<file path="src/rtl/fix2flt_engine.sv">
// Signed 8.8 fixed-point to IEEE-754 binary16 converter with a private byte-wide data memory.
// The operand is read from memory, normalised one bit per cycle, packed, and the result
// bytes are written back before ack rises.
// Optional build macro ROUND_NEAREST_EN: round the mantissa to nearest, ties to even,
// instead of truncating it.

module fix2flt_dmem #(
  parameter int unsigned Depth = 256,
  parameter int unsigned AddrW = 8
) (
  input  logic             clk_i,
  input  logic             we_i,
  input  logic [AddrW-1:0] waddr_lo_i,
  input  logic [AddrW-1:0] waddr_hi_i,
  input  logic [7:0]       wdata_lo_i,
  input  logic [7:0]       wdata_hi_i,
  input  logic [AddrW-1:0] raddr_lo_i,
  input  logic [AddrW-1:0] raddr_hi_i,
  output logic [7:0]       rdata_lo_o,
  output logic [7:0]       rdata_hi_o
);

  // No reset: contents survive reset.
  logic [7:0] mem_core [Depth];

  // Both result bytes are written on the same edge.
  always_ff @(posedge clk_i) begin
    if (we_i) begin
      mem_core[waddr_lo_i] <= wdata_lo_i;
      mem_core[waddr_hi_i] <= wdata_hi_i;
    end
  end

  assign rdata_lo_o = mem_core[raddr_lo_i];
  assign rdata_hi_o = mem_core[raddr_hi_i];

endmodule

module fix2flt_engine #(
  parameter int unsigned MEM_DEPTH    = 256,
  parameter int unsigned OPND_LO_ADDR = 0,
  parameter int unsigned OPND_HI_ADDR = 1,
  parameter int unsigned RES_LO_ADDR  = 2,
  parameter int unsigned RES_HI_ADDR  = 3
) (
  input  logic clk,
  input  logic reset,
  input  logic start,
  output logic ack
);

  localparam int unsigned AddrW = (MEM_DEPTH > 1) ? $clog2(MEM_DEPTH) : 1;

  localparam logic [2:0] StIdle  = 3'd0;
  localparam logic [2:0] StLoad  = 3'd1;
  localparam logic [2:0] StNeg   = 3'd2;
  localparam logic [2:0] StNorm  = 3'd3;
  localparam logic [2:0] StPack  = 3'd4;
  localparam logic [2:0] StStore = 3'd5;
  localparam logic [2:0] StDone  = 3'd6;

  logic [2:0]  state_q, state_d;
  logic        start_q;
  logic [15:0] x_q, x_d;
  logic        sign_q, sign_d;
  logic [15:0] mag_q, mag_d;
  logic [3:0]  p_q, p_d;
  logic [15:0] res_q, res_d;

  logic        start_rise;
  logic [7:0]  rdata_lo, rdata_hi;
  logic [14:0] em_trunc, em_final;

  assign start_rise = start & ~start_q;

  fix2flt_dmem #(
    .Depth (MEM_DEPTH),
    .AddrW (AddrW)
  ) dm (
    .clk_i      (clk),
    .we_i       (state_q == StStore),
    .waddr_lo_i (AddrW'(RES_LO_ADDR)),
    .waddr_hi_i (AddrW'(RES_HI_ADDR)),
    .wdata_lo_i (res_q[7:0]),
    .wdata_hi_i (res_q[15:8]),
    .raddr_lo_i (AddrW'(OPND_LO_ADDR)),
    .raddr_hi_i (AddrW'(OPND_HI_ADDR)),
    .rdata_lo_o (rdata_lo),
    .rdata_hi_o (rdata_hi)
  );

  // Exponent and mantissa fields; p_q is the bit position of the leading one.
  assign em_trunc = {5'({1'b0, p_q}) + 5'd7, mag_q[14:5]};

`ifdef ROUND_NEAREST_EN
  logic round_up;
  // Guard bit set and (sticky or odd mantissa); a carry out of the mantissa bumps the exponent.
  assign round_up = mag_q[4] & ((|mag_q[3:0]) | mag_q[5]);
  assign em_final = em_trunc + 15'(round_up);
`else
  logic unused_lsbs;
  assign unused_lsbs = ^mag_q[4:0];
  assign em_final    = em_trunc;
`endif

  // Next-state and datapath sequencing.
  always_comb begin
    state_d = state_q;
    x_d     = x_q;
    sign_d  = sign_q;
    mag_d   = mag_q;
    p_d     = p_q;
    res_d   = res_q;
    unique case (state_q)
      StIdle: begin
        if (start_rise) state_d = StLoad;
      end
      StLoad: begin
        x_d     = {rdata_hi, rdata_lo};
        sign_d  = rdata_hi[7];
        state_d = StNeg;
      end
      StNeg: begin
        mag_d   = sign_q ? (~x_q + 16'd1) : x_q;
        p_d     = 4'd15;
        state_d = (mag_d == 16'd0) ? StPack : StNorm;
      end
      StNorm: begin
        if (mag_q[15]) begin
          state_d = StPack;
        end else begin
          mag_d = {mag_q[14:0], 1'b0};
          p_d   = p_q - 4'd1;
        end
      end
      StPack: begin
        // Zero never gets a sign bit, so -0.0 cannot be produced.
        res_d   = (mag_q == 16'd0) ? 16'h0000 : {sign_q, em_final};
        state_d = StStore;
      end
      StStore: begin
        state_d = StDone;
      end
      StDone: begin
        if (start_rise) state_d = StLoad;
      end
      default: begin
        state_d = StIdle;
      end
    endcase
  end

  // State registers with synchronous active-low reset.
  always_ff @(posedge clk) begin
    if (!reset) begin
      state_q <= StIdle;
      start_q <= 1'b0;
      x_q     <= 16'd0;
      sign_q  <= 1'b0;
      mag_q   <= 16'd0;
      p_q     <= 4'd0;
      res_q   <= 16'd0;
    end else begin
      state_q <= state_d;
      start_q <= start;
      x_q     <= x_d;
      sign_q  <= sign_d;
      mag_q   <= mag_d;
      p_q     <= p_d;
      res_q   <= res_d;
    end
  end

  // Result bytes are already in memory by the time DONE is entered.
  assign ack = (state_q == StDone);

endmodule

</file>
<file path="config.mk">
export PLATFORM = sky130hd
export DESIGN_NAME = fix2flt_engine
export DESIGN_NICKNAME = d
export VERILOG_FILES = /design/src/rtl/fix2flt_engine.sv
export SDC_FILE = /design/constraint.sdc
export NUM_CORES = 1
export LEC_CHECK = 0
export CAP_MARGIN = 5
export CORE_ASPECT_RATIO = 1.1
export CORE_MARGIN = 2
export CORE_UTILIZATION = 40
export CTS_BUF_LIST = sky130_fd_sc_hd__clkbuf_4 sky130_fd_sc_hd__clkbuf_8
export CTS_CLUSTER_SIZE = 30
export DETAILED_ROUTE_END_ITERATION = 12
export PLACE_DENSITY_LB_ADDON = 0.25
export SYNTH_ARGS = -nofsm -noshare
export SYNTH_HDL_FRONTEND = slang
export SYNTH_SLANG_ARGS = --single-unit
</file>
<file path="constraint.sdc">
create_clock -name clk -period 1.2 [get_ports clk]
set_input_delay 0.18 -clock clk [delete_from_list [all_inputs] [get_ports clk]]
set_output_delay 0.18 -clock clk [all_outputs]
set_load 0.1 [all_outputs]
</file>
# After elaboration in Yosys (flattened, before gate mapping)
# Memories as Yosys holds them, arrays and structs flattened. A register that Yosys moved wholly into a read port is not among the register bits.
# Cells that the tools add are included.
# word_totals
output_inout_bits	1
n_memories	1
ff_bits	57
elab_cells	44
ram_bits	2048
# op_classes
n_reduce_logical	8
n_bitwise	3
n_mux	12
n_eq_ne	9
add_sub_neg	3
# mem_list
memory	depth	word_bits	read_ports	rd_clocked_by_memory_dff	write_ports	line_no	rtl
dm.mem_core	256	8	2	1	2	24	logic [7:0] mem_core [Depth];
# ops
cell	n
$mux 16	3
$logic_not 16->1	2
$pmux 16 s2	1
$pmux 3 s6	1
$add 16x1->16 const B	1
$not 16->16	1
$eq 3x3->1 const B	3
$mux 3	3
$pmux 4 s2	1
$eq 3x2->1 const B	2
$add 4x3->5 const B	1
$mux 4	1
$ne 2x2->1 const B	2
$reduce_and 2->1	2
$sub 4x1->4 const B	1
$eq 3x1->1 const B	1
$logic_not 3->1	1
$mux 1	2
$ne 2x1->1 const B	1
$reduce_bool 2->1	1
$reduce_or 2->1	1
$and 1x1->1	1
$logic_not 1->1	1
$not 1->1	1

# Depth between registers and ports, before layout
# Gate-level depths: netlist of the first run.
# depth
word_depth	6
depth_mapped	4

# Modules after synthesis
# A second synthesis of the first run with hierarchy kept.
# hier_totals
cells_unflattened	8483
area_unflattened_um2	126321.2
# by_module_without_submodules
module	cells_each	instances	area_each_um2
fix2flt_dmem	8129	1	123468.4
fix2flt_engine	354	1	2852.7

# Worst setup path after synthesis of the first run
# OpenSTA, ideal clock, no wires.
# synth_timing
path_kind	register to register
start	register state_q[1]
end	register state_q[1]
required_time_ps	1124
setup_time_ps	76
path_stages_with_launch	4
synth_period_minus_slack_ps	1283
arrival_ps	1207
path_buffers	0
setup_slack_ps	-83
cell_sequence	dfxtp_1 -> and3b_2 -> nand2_1 -> a21boi_0
# synth_between
elab_chain_cells	4
elab_cells_between_ends	12
classes_between	eq/ne: 8; mux: 1; reduce/logical: 3
# synth_lines
item	line_no	rtl
from (decl)	62	logic [2:0] state_q, state_d;
from (signal assigned)	156	state_q <= StIdle;
from (signal assigned)	164	state_q <= state_d;
$eq 3x3->1 *	-	
via ack	49	output logic ack
$reduce_or 2->1 (no source line) *	-	
$ne 2x1->1 (no source line)	-	
$reduce_and 2->1 (no source line)	-	
# The timed path passes the listed nets; every way through them passes the cells marked *.
# A chain may end at the register's enable or synchronous reset.

# Worst setup path in the final report of the first run
# layout_timing
start	register state_q[0]
end	output port ack
# layout_between
elab_chain_cells	1
# layout_lines
item	line_no	rtl
$eq 3x3->1	175	assign ack = (state_q == StDone);
to (decl)	49	
# No other way between the ends.

==> results.cfg, run 1 <==
[logic_synthesis]
synth_top_area_share_pct = 48.2
synth_flop_cell = dfxtp_1
synth_cell_types = 24
synth.largest_area_cell = dfxtp_1
synth-compound-area-share_pct = 29.5
syn_inst = 85
synth-xor-area-share_pct = 0
synth_seq_cells = 19
yosys-top-cells-count = 19 x dfxtp_1, 15 x nand2_1, 15 x o21ai_0
synth_edf_count = 0
synth_top_family_by_area = compound AO/OA/AOI/OAI gates
synthMostInstantiatedCell = dfxtp_1
synth.net_count = 89
synthAdderAreaFrac_pct = 1.58
ys_seq_area_share_pct = 48.2
async_flop_share_pct = 0
avgSynthCellArea_sq_um = 9.29
yosys.area_share.simple_pct = 16.2
syn_area_sq_um = 790
ys_warn_count = 0
yosys-mux-area-fraction_pct = 0
synth_top_cells_by_area = dfxtp_1 48%, a21boi_1 9.5%, o21ai_0 9.5%, nand2_1 7.1%, a21boi_0 3.8%

[layout]
fin_nets = 104
seq_area_sq_um = 387
layout-drive-gt1-share_pct = 25.3
areaGrowthSynthToFinish_pct = 24.2
multi_input_area_sq_um = 392
fin_area_sq_um = 981
diodes = 0
final_core_util_pct = 53.8
fillers = 173

[routing]
dr.pass1.iters = 5
antenna_left = 0
first_iter_violations = 15
vias = 627
drt-total-wl_mm = 1.48
wire_per_inst_um = 11.7
viasPerCell = 4.98
drc = 0

[sta]
post-route-min-period_ps = 1310
rsz0062_at_grt = yes
timing.final.ws_setup_ps = -109
hold_violations = 0
drv_slew = 0
slew-limit-headroom_pct = 85.2
setup_viol = 2
finalCritPeriodShare_pct = 109
max_clock_freq_mhz = 764
fin_skew_ps = 11.3
worst_pin_slew_ps = 222
fin_setup_tns_ps = -116

[clocking]
root_buffer = clkbuf_4
cts.clk_slew.worst_paths_ps = 120
clock_sinks = 19
clock_latency_ps = 300
cts_made_buffers = 3
cts_hold_buf = 0
cts_max_level = 1
clockBufferDepth = 2
cts_tree = yes

[grt]
grt_pass1_vias = 595
track_usage_pct = 15.3
grt_max_degree = 20
grt_overflow_total = 0
antenna_found_initial = 0
grt_pass1_wl_mm = 2.58

[worst_setup_path]
required_ps = 1020
start_kind = flip-flop
r2r-start = state_q[2]
crit_path_end_kind = output pin
r2r_end = state_q[2]
crit_fanout = 2
crit_type = reg -> out
cp_data_arrival_time_ps = 1130
rrSetupSlack_ps = -10
r2r_cells = 5

[floorplan]
start_util_pct = 43.3
die_h_um = 50.6
rows = 16
die_w_um = 46.4
die_area_sq_um = 2350
ios = 4
coreArea_sq_um = 1820

[pwr]
p_leak_nw = 0.345
pwr_density_cell_nw_per_um2 = 1090
p_total_mw = 1.07
ir_worst_vdd_mv = 0.661

[place]
place_ws_ps = -26.4
place.gp.congestion = 0.809
placed_cell_area_sq_um = 902
numPortBuffers = 3
place_hpwl_um = 908

[hold_path]
min_to = mag_q[7]
worst_hold_path_type = reg -> reg
hp-start = mag_q[6]
hold_path_depth = 2

[run_status]
violations = setup timing
status = finished, violations left

[flow_run]
maxCapViolations = 0
## final cells by class
| class | count | area share [%] |
|---|---|---|
| inverter | 2 | 0.765 |
| clock buffer | 3 | 2.30 |
| timing repair buffer | 13 | 13.4 |
| multi-input combinational | 61 | 39.9 |
| sequential | 19 | 39.4 |
| clock inverter | 1 | 0.765 |
| tap | 27 | 3.44 |
## worst max-delay path by stage
| stage | depth (start not counted) | slack [ps] | startpoint | to |
|---|---|---|---|---|
| 6_report | 2 | -110 | state_q[0] | ack |
| 5_1_grt | 2 | -140 | state_q[0] | ack |
| 4_1_cts | 2 | -120 | state_q[0] | ack |
| 3_5_place_dp | 4 | -30 | start | state_q[0] |
| 3_3_place_gp | 4 | 2 | start | state_q[0] |
| 2_1_floorplan | 3 | 20 | state_q[0] | state_q[1] |
## state kept, by name, summed over array words and instances (netlist names)
register and count:
mag_q 15, start_q 1, state_q 3
## what timing repair did
action / CTS / global route
gates cloned: 1 / 0
buffers inserted: 2 / 1
pin swaps: 2 / 0
gates resized for setup: 4 / 6
setup endpoints to repair: 2 / 7
## metal layers
metal | track usage, % | part of all wire, % | vias to the layer above | wire length [um]
li1 | - | - | 330 | -
met5 | 0 | 0 | - | 0
met2 | 24.1 | 50 | 6 | 732
met1 | 18.7 | 46 | 289 | 683
met4 | 7.14 | 1.4 | 0 | 21
met3 | 4.32 | 2.7 | 2 | 40
## cells by family after synthesis
| group | Yosys count |
|---|---|
| buffers and inverters | 6 |
| AND/OR/NAND/NOR | 24 |
| adder cells (fa/ha/maj) | 1 |
| flip-flops | 19 |
| AO/OA/AOI/OAI | 35 |
## critical path, stage by stage (launching register included)
cell,delay (ps)
dfxtp_4,360
and3b_4,310
buf_12,170
## report_power, final
part	switching, mW	internal (mW)
registers	0.00589	0.638
clock network	0.210	0.127
logic	0.0389	0.0518
total	0.255	0.816
## cell usage in the layout (no fill, tap or decap)
cell type	synthesis	final
dfxtp_1	19	16
nand2_1	15	15
o21ai_0	15	11
a21boi_1	10	9
buf_4	0	8
o21ai_1	0	4
a21boi_0	4	4
clkbuf_4	0	3
inv_1	2	2
nand2b_1	2	2
nor3_1	2	2
a21boi_2	1	2
clkdlybuf4s50_1	0	2
buf_12	0	2
dfxtp_2	0	2
and3b_4	0	1
and2_2	1	1
and4bb_4	1	1
and2_1	1	1
a21oi_1	1	1
and3b_1	1	1
o211a_1	1	1
a211o_1	1	1
a211oi_1	1	1
o31a_2	1	1
ha_1	1	1
clkinvlp_4	0	1
and4bb_2	0	1
buf_6	0	1
dfxtp_4	0	1
## stage by stage
| step | hold slack [ps] | cells |
|---|---|---|
| after global placement | 437 | 118 |
| after floorplan | 302 | 85 |
| final | 458 | 126 |
| after CTS | 462 | 125 |
| after detailed placement | 440 | 118 |
| after global routing | 477 | 126 |
No activity file was read; power rests on OpenSTA's default activity.
==> run 2: changes to the inputs <==
--- a/config.mk
+++ b/config.mk
@@ -9,7 +9,7 @@
 export CORE_ASPECT_RATIO = 1.1
 export CORE_MARGIN = 2
 export CORE_UTILIZATION = 40
-export CTS_BUF_LIST = sky130_fd_sc_hd__clkbuf_4 sky130_fd_sc_hd__clkbuf_8
+export CTS_CLUSTER_DIAMETER = 60
 export CTS_CLUSTER_SIZE = 30
 export DETAILED_ROUTE_END_ITERATION = 12
 export PLACE_DENSITY_LB_ADDON = 0.25
==> results of run 2 <==
Final layout, timing and power as in run 1 (identical DEF).
